<file path="config.mk">
export PLATFORM = sky130hd
export DESIGN_NAME = fetch_unit_flat
export DESIGN_NICKNAME = d
export VERILOG_FILES = /design/src/rtl/fetch_unit_pkg.sv /design/src/rtl/fetch_unit_if.sv /design/src/rtl/fetch_queue.sv /design/src/rtl/fetch_unit.sv /design/src/flat_wrapper.sv
export SDC_FILE = /design/constraint.sdc
export NUM_CORES = 1
export LEC_CHECK = 0
export BUFFER_PORTS_ARGS = -buffer_cell sky130_fd_sc_hd__buf_2
export CAP_MARGIN = 10
export CORE_MARGIN = 2
export CORE_UTILIZATION = 50
export CTS_CLUSTER_DIAMETER = 150
export DETAILED_ROUTE_END_ITERATION = 10
export PLACE_DENSITY = 0.69
export SYNTH_ARGS = -nofsm -noshare
export SYNTH_HDL_FRONTEND = slang
export SYNTH_HIERARCHICAL = 1
export SYNTH_SLANG_ARGS = --single-unit
</file>
<file path="constraint.sdc">
create_clock -name clk -period 15.3 [get_ports clk]
set_input_delay 2.295 -clock clk [delete_from_list [all_inputs] [get_ports clk]]
set_output_delay 2.295 -clock clk [all_outputs]
set_load 0.02 [all_outputs]
</file>
<file path="src/rtl/fetch_unit_pkg.sv">
// Shared fetch-stage types and constants: datapath width, NOP encoding and the
// {instr, pc} entry held in the instruction queue.
package fetch_unit_pkg;
    localparam int XLEN    = 32;
    localparam int INSTR_W = 32;
    localparam logic [INSTR_W-1:0] NOP_INSTR = 32'h0000_0013;

    typedef struct packed {
        logic [INSTR_W-1:0] instr;
        logic [XLEN-1:0]    pc;
    } fetch_entry_t;
endpackage

</file>
<file path="src/rtl/fetch_unit_if.sv">
// Instruction-memory request/response channel between the fetch unit (master)
// and the instruction memory (slave).
interface fetch_unit_if import fetch_unit_pkg::*; #(parameter int AW = XLEN);
    logic               req_valid;
    logic               req_ready;
    logic [AW-1:0]      req_addr;
    logic               rsp_valid;
    logic [INSTR_W-1:0] rsp_data;

    modport master (output req_valid, req_addr, input req_ready, rsp_valid, rsp_data);
    modport slave  (input req_valid, req_addr, output req_ready, rsp_valid, rsp_data);
endinterface

</file>
<file path="src/rtl/fetch_queue.sv">
// Synchronous FIFO with fall-through head (rdata shows the oldest entry as soon
// as it is written); flush empties it in one cycle.
module fetch_queue #(
    parameter  int WIDTH = 32,
    parameter  int DEPTH = 2,
    localparam int CW    = $clog2(DEPTH + 1)
) (
    input  logic             clk,
    input  logic             rst_n,
    input  logic             push,
    input  logic             pop,
    input  logic             flush,
    input  logic [WIDTH-1:0] wdata,
    output logic [WIDTH-1:0] rdata,
    output logic             full,
    output logic             empty,
    output logic [CW-1:0]    count
);
    localparam int AW = (DEPTH > 1) ? $clog2(DEPTH) : 1;

    logic [WIDTH-1:0] mem_q [DEPTH];
    logic [AW-1:0]    rd_ptr_q, rd_ptr_d, wr_ptr_q, wr_ptr_d;
    logic [CW-1:0]    count_q, count_d;
    logic             do_push, do_pop;

    function automatic logic [AW-1:0] nxt(input logic [AW-1:0] p);
        return (p == AW'(DEPTH - 1)) ? '0 : p + 1'b1;
    endfunction

    assign full  = (count_q == CW'(DEPTH));
    assign empty = (count_q == '0);
    assign count = count_q;
    assign rdata = mem_q[rd_ptr_q];

    always_comb begin
        do_pop   = pop && !empty;
        do_push  = push && (!full || do_pop);
        rd_ptr_d = do_pop  ? nxt(rd_ptr_q) : rd_ptr_q;
        wr_ptr_d = do_push ? nxt(wr_ptr_q) : wr_ptr_q;
        count_d  = count_q + CW'(do_push) - CW'(do_pop);
        if (flush) begin
            rd_ptr_d = '0;
            wr_ptr_d = '0;
            count_d  = '0;
        end
    end

    always_ff @(posedge clk or negedge rst_n) begin
        if (!rst_n) begin
            rd_ptr_q <= '0;
            wr_ptr_q <= '0;
            count_q  <= '0;
        end else begin
            rd_ptr_q <= rd_ptr_d;
            wr_ptr_q <= wr_ptr_d;
            count_q  <= count_d;
        end
    end

    always_ff @(posedge clk) begin
        if (do_push && !flush) mem_q[wr_ptr_q] <= wdata;
    end

    a_no_overflow: assert property (@(posedge clk) disable iff (!rst_n)
        !(push && full && !pop && !flush));
endmodule

</file>
<file path="src/rtl/fetch_unit.sv">
// IF stage: owns the PC, issues in-order fetches under a credit limit, buffers
// responses for IF/ID and discards responses to requests made before a redirect.
module fetch_unit import fetch_unit_pkg::*; #(
    parameter logic [XLEN-1:0] RESET_PC = '0,
    parameter int              FQ_DEPTH = 2
) (
    input  logic               clk,
    input  logic               rst_n,
    fetch_unit_if.master       imem,
    input  logic               redirect_valid,
    input  logic [XLEN-1:0]    redirect_pc,
    input  logic               stall,
    output logic               if_id_valid,
    output logic [INSTR_W-1:0] if_id_instr,
    output logic [XLEN-1:0]    if_id_pc,
    output logic [XLEN-1:0]    if_id_pc4
);
    localparam int CW = $clog2(FQ_DEPTH + 1);

    logic [XLEN-1:0] pc_q, pc_d;
    logic [CW-1:0]   outstanding_q, outstanding_d, drop_cnt_q, drop_cnt_d;
    logic            run_q;
    logic [CW-1:0]   iq_count, aq_count;
    logic            iq_full, iq_empty, aq_full, aq_empty;
    fetch_entry_t    iq_wdata, iq_head;
    logic [XLEN-1:0] aq_head;
    logic            accept, rsp_live, iq_push, iq_pop;

    always_comb begin
        imem.req_valid = run_q && !redirect_valid &&
                         (({1'b0, outstanding_q} + {1'b0, iq_count}) < (CW + 1)'(FQ_DEPTH));
        imem.req_addr  = pc_q;
        accept         = imem.req_valid && imem.req_ready;
        // A response with nothing outstanding belongs to a request lost to reset.
        rsp_live       = imem.rsp_valid && (outstanding_q != '0);
        iq_push        = rsp_live && (drop_cnt_q == '0) && !redirect_valid;
        iq_wdata       = '{instr: imem.rsp_data, pc: aq_head};
        iq_pop         = !iq_empty && !stall && !redirect_valid;
        outstanding_d  = outstanding_q + CW'(accept) - CW'(rsp_live);
        if (redirect_valid) begin
            pc_d       = redirect_pc & ~XLEN'(3);
            // Everything still in flight after this edge predates the redirect.
            drop_cnt_d = outstanding_q - CW'(rsp_live);
        end else begin
            pc_d       = accept ? pc_q + XLEN'(4) : pc_q;
            drop_cnt_d = drop_cnt_q - CW'(rsp_live && (drop_cnt_q != '0));
        end
    end

    always_ff @(posedge clk or negedge rst_n) begin
        if (!rst_n) begin
            pc_q          <= RESET_PC;
            outstanding_q <= '0;
            drop_cnt_q    <= '0;
            run_q         <= 1'b0;
        end else begin
            pc_q          <= pc_d;
            outstanding_q <= outstanding_d;
            drop_cnt_q    <= drop_cnt_d;
            run_q         <= 1'b1;
        end
    end

    fetch_queue #(.WIDTH($bits(fetch_entry_t)), .DEPTH(FQ_DEPTH)) u_instr_q (
        .clk, .rst_n, .push(iq_push), .pop(iq_pop), .flush(redirect_valid),
        .wdata(iq_wdata), .rdata(iq_head), .full(iq_full), .empty(iq_empty), .count(iq_count)
    );

    fetch_queue #(.WIDTH(XLEN), .DEPTH(FQ_DEPTH)) u_addr_q (
        .clk, .rst_n, .push(accept), .pop(rsp_live), .flush(1'b0),
        .wdata(pc_q), .rdata(aq_head), .full(aq_full), .empty(aq_empty), .count(aq_count)
    );

    always_comb begin
        if_id_valid = !iq_empty;
        if_id_instr = if_id_valid ? iq_head.instr : NOP_INSTR;
        if_id_pc    = if_id_valid ? iq_head.pc : '0;
        if_id_pc4   = if_id_pc + XLEN'(4);
    end

    a_addr_track: assert property (@(posedge clk) disable iff (!rst_n)
        (aq_count == outstanding_q) && !(accept && aq_full) && !(rsp_live && aq_empty));
    a_credit: assert property (@(posedge clk) disable iff (!rst_n)
        !(iq_full && imem.req_valid) && (drop_cnt_q <= outstanding_q));
endmodule

</file>
<file path="src/flat_wrapper.sv">
// flat-port wrapper written by rule: the top's interface ports become plain ports
module fetch_unit_flat import fetch_unit_pkg::*;
#(
    parameter logic [XLEN-1:0] RESET_PC = '0,
    parameter int              FQ_DEPTH = 2
)
  (clk, rst_n, redirect_valid, redirect_pc, stall, if_id_valid, if_id_instr, if_id_pc, if_id_pc4, imem_req_valid, imem_req_addr, imem_req_ready, imem_rsp_valid, imem_rsp_data);
  fetch_unit_if #(.AW(32)) imem_i ();
  input  logic clk;
  input  logic rst_n;
  input  logic redirect_valid;
  input  logic [XLEN-1:0] redirect_pc;
  input  logic stall;
  output logic if_id_valid;
  output logic [INSTR_W-1:0] if_id_instr;
  output logic [XLEN-1:0] if_id_pc;
  output logic [XLEN-1:0] if_id_pc4;
  output wire logic [$bits(imem_i.req_valid)-1:0] imem_req_valid;
  output wire logic [$bits(imem_i.req_addr)-1:0] imem_req_addr;
  input wire logic [$bits(imem_i.req_ready)-1:0] imem_req_ready;
  input wire logic [$bits(imem_i.rsp_valid)-1:0] imem_rsp_valid;
  input wire logic [$bits(imem_i.rsp_data)-1:0] imem_rsp_data;
  assign imem_req_valid = imem_i.req_valid;
  assign imem_req_addr = imem_i.req_addr;
  assign imem_i.req_ready = imem_req_ready;
  assign imem_i.rsp_valid = imem_rsp_valid;
  assign imem_i.rsp_data = imem_rsp_data;
  fetch_unit #(.RESET_PC(RESET_PC), .FQ_DEPTH(FQ_DEPTH)) u_core (.clk(clk), .rst_n(rst_n), .imem(imem_i), .redirect_valid(redirect_valid), .redirect_pc(redirect_pc), .stall(stall), .if_id_valid(if_id_valid), .if_id_instr(if_id_instr), .if_id_pc(if_id_pc), .if_id_pc4(if_id_pc4));
endmodule
</file>
# Yosys cells after proc, flatten, opt, wreduce, memory -nomap -nowiden
# Memory sizes are Yosys's and may differ from the RTL's.
# Index checks and enable logic that the tools add are counted.
[classes]
n_mux = 18
order_cmp = 1
eq_ne = 2
addsub = 15
reduce_logical = 30
[op_table]
columns = ["operator", "n"]
rows = [
  ["32-bit two-way mux", 4],
  ["32-bit by 3-bit adder with 32-bit output, second input constant", 2],
  ["1-bit logical AND", 14],
  ["1-bit two-way mux", 12],
  ["2-bit nonzero test", 5],
  ["2-bit by 1-bit subtractor with 2-bit output", 5],
  ["2-bit by 1-bit adder with 2-bit output", 3],
  ["1-bit zero test", 6],
  ["2-bit zero test", 3],
  ["1-bit adder, second input constant", 4],
  ["2-bit == test, second input constant", 2],
  ["2-bit two-way mux", 2],
  ["2-bit by 2-bit adder with 3-bit output", 1],
  ["3-bit by 2-bit < comparator with 1-bit output, second input constant", 1],
  ["1-bit logical OR", 2],
]
[totals]
ramBits = 192
n_memories = 2
register_bits = 45
elab_cells = 78
[mem_list]
columns = ["memory", "depth", "word_bits", "read_ports", "rd_clocked_by_memory_dff", "write_ports", "line_no", "text"]
rows = [
  ["u_core.u_instr_q.mem_q", 2, 64, 1, 0, 1, "fetch_queue.sv:21", "logic [WIDTH-1:0] mem_q [DEPTH];"],
  ["u_core.u_addr_q.mem_q", 2, 32, 1, 0, 1, "fetch_queue.sv:21", ""],
]

# Longest topological paths before layout
[depth]
word_depth = 10
ltp_mapped = 11
ltp_nobuf = 11

# By module
# Netlist, hierarchy kept.
[by_module_without_submodules]
columns = ["module", "instances", "area_per_inst_um2", "cells_per_inst", "seq_area_each_um2"]
rows = [
  ["fetch_queue at u_core.u_instr_q", 1, 4902.2, 228, 3943.8],
  ["fetch_unit", 1, 3175.5, 381, 875.8],
  ["fetch_queue at u_core.u_addr_q", 1, 2562.5, 129, 2021.9],
]

# Worst setup path before layout
# No wires, ideal clock.
[synth_path]
kind = "input-to-reg"
from = "input port redirect_valid"
to = "memory u_core/u_instr_q/mem_q[1][0] (netlist name), enable pin"
n_path_buf = 2
slack_ns = 6.501
cell_stages = 5
t_arrival_ns = 8.220
t_required_ns = 14.722
cell_sequence = "buf_2 > buf_1 > nor4_1 > o21ai_2 > nor3b_1"
[synth_between]
elab_cells_between_ends = 9
classes_between = "2 x mux; 7 x reduce/logical"
[synth_lines]
columns = ["item", "line_no", "text"]
rows = [
  ["from (decl)", "flat_wrapper.sv:11", "input logic redirect_valid;"],
  ["1-bit zero test", "fetch_unit.sv:36", "iq_push = rsp_live && (drop_cnt_q == '0) && !redirect_valid;"],
  ["1-bit logical AND", "fetch_unit.sv:36", ""],
  ["net u_core.iq_push", "fetch_unit.sv:27", "logic accept, rsp_live, iq_push, iq_pop;"],
  ["1-bit logical AND", "fetch_queue.sv:37", "do_push = push && (!full || do_pop);"],
  ["1-bit logical AND", "fetch_queue.sv:61", "if (do_push && !flush) mem_q[wr_ptr_q] <= wdata;"],
  ["1-bit two-way mux", "fetch_queue.sv:61", ""],
  ["1-bit two-way mux (implied by the code)", "fetch_queue.sv:61", ""],
  ["to (decl)", "fetch_queue.sv:21", ""],
]
# The timed path passes the listed nets, and every way through them passes these cells.

==> run metrics <==
Power Total=1.45 mW; Initial Util=50.7%; Sink Count=235; Post-Syn Area=10,600 um^2; Worst Min Path Start=u_core/imem.req_addr[31]; VDD IR max=0.0727 mV; max-cap viol count=0; Met3 Routed Length=1410 um; Site Rows=53; PD cells=114 nW/um^2; crit path cell chain=buf_4 -> mux2_1 -> and3_1 -> nand3_2 -> nor4_4 -> nand3_1 -> xnor2_1 -> buf_2; Hold Path Depth=0; hold_buf cts=0; Residual DRC=0; number of detailed-route iterations in the first pass=5; Final Setup Violations=0; post-CTS sizing=0; vias in the first global route=6,274; Clock transition at path regs=0.06 ns; leakage power=4.98 nW; total gr overflow=0; die area=22,400 um^2; htree depth=1; fin area=12,700 um^2; max-slew violations=0; Total Wirelength=22,100 um; Fin. Hold Viols=0; Die X=150 um; r2r worst-path depth=8; Critical Path Start Type=flop; total inserted antenna cells=0; skew final=0.00825 ns; core footprint=21,000 um^2; CTS tree=built; root buffer cell=clkbuf_16; Peak Freq=0.167 GHz; delay of the slowest critical-path stage=0.67 ns; Slowest-stage cell, CP=buf_4; CP Max Fanout=61; GPL Wtd Cong=0.805; first-pass GRT wire length=33,800 um; critical path class=flop to primary output; Final Critical Period=5.97 ns; Syn Inst Count=735; Detailed Route Iter0 Violations=411; M1 WL=10,100 um; I/O Buffers=195; vias=6,587; Hold EP=u_core/u_addr_q/mem_q[0][31]; RSZ-0062 raised after global routing=false; Critical R2R Launch=u_core/u_instr_q/count[0]; Setup WS post-layout=9.33 ns; Worst EP arrival=3.68 ns; worst hold margin=0.531 ns; Area Overhead vs Synth=19.2%; initial antenna violation count=0; DR vias/cell=5.31; pin slew with the least headroom to its limit=1.02 ns; final std cells w/o fill=1,240; Hold Path Class=flop to flop; Final period util=39.0%; Syn. warnings=6; crit end category=primary output; pin count of the biggest net entering global routing=67; share of cells above drive strength 1=33.1%; Syn Area/Cell=14.5 um^2; pre-CTS WS=9.68 ns; Inst Count DP=1,195; uppermost layer routed=met4; Top Ports=200; status=finished clean; Post-DRT Antenna Nets=0; worst r2r dst=u_core/u_addr_q/mem_q[0][1]; post-CTS setup buffer count=0; # nets final=1,026; Num CTS Buffers=25; HPWL after DPL=14,800 um; Skew-Pair Late Insertion Delay=0.50 ns; TNS Setup=0 ns; Clock Tree Buf Depth=3; fin util=60.4%; Die Span Y=150 um; WL met2=10,300 um; drt wl/cell=17.8 um; gr usage total=19.3%; Area after DPL=11,900 um^2; reg-to-reg slack, setup=10.97 ns; CP required=13.01 ns; Slew Limit Headroom=31.8%
-- cell usage in the layout, fill, tap and decap left out, types with 9 or more instances in the layout --
master and n:
nand2_1 36, nand3_1 29, buf_4 9, dfrtp_1 42
mux2_1 51, mux2_2 48, nor2_1 24, xnor2_1 23
o21ai_0 18, clkbuf_16 25, buf_2 195, inv_1 9
edfxtp_1 192, conb_1 15, xor2_1 26, nor2b_1 64
and3_1 15, nand4_1 17
-- sequential cells by signal (all words and copies together) (netlist names) --
signal	count
u_core/u_instr_q/mem_q	128
u_core/u_addr_q/mem_q	64
u_core/imem.req_addr	30
u_core/drop_cnt_q	2
u_core/outstanding_q	2
u_core/u_addr_q/count	2
u_core/u_instr_q/count	2
u_core/run_q	1
u_core/u_addr_q/rd_ptr_q	1
u_core/u_addr_q/wr_ptr_q	1
u_core/u_instr_q/rd_ptr_q	1
u_core/u_instr_q/wr_ptr_q	1
-- worst max-delay path, delay by kind of cell, from the launching register on --
family	cells	cell delay [ns]
flip-flops	1	0.44
buffers and inverters	2	0.87
AND/OR/NAND/NOR	4	1.25
XOR/XNOR	1	0.20
multiplexers	1	0.32
-- how the worst max path moves through the flow --
stage                              startpoint                           end  slack (ns)
floorplan                      redirect_valid  u_core/u_instr_q/mem_q[1][0]        6.50
global placement               redirect_valid                imem_req_valid        9.69
detailed placement             redirect_valid                imem_req_valid        9.68
CTS                 u_core/u_instr_q/rd_ptr_q                 if_id_pc4[23]        9.28
global route        u_core/u_instr_q/rd_ptr_q                 if_id_pc4[24]        9.04
finish              u_core/u_instr_q/rd_ptr_q                 if_id_pc4[24]        9.33
-- layer usage --
layer / vias to the layer above / global-route usage [%]
li1: 3140 / -
met1: 3216 / 27.4
met2: 204 / 30.7
met3: 27 / 3.54
met4: 0 / 5.75
met5: - / 0
-- cell type report --
class / count / area, um^2
fill: 1677 / 8290
sequential: 235 / 6840
multi-input combinational: 471 / 3630
timing repair buffer: 204 / 1040
clock buffer: 37 / 721
tap: 275 / 344
clock inverter: 8 / 42.5
inverter: 10 / 37.5
-- report_power, final --
part           switching [mW]  internal [mW]  total (mW)
Clock                   0.231          0.325       0.556
Combinational          0.0788         0.0577       0.136
Sequential             0.0288          0.727       0.756
(Power assumes the default switching activity.)
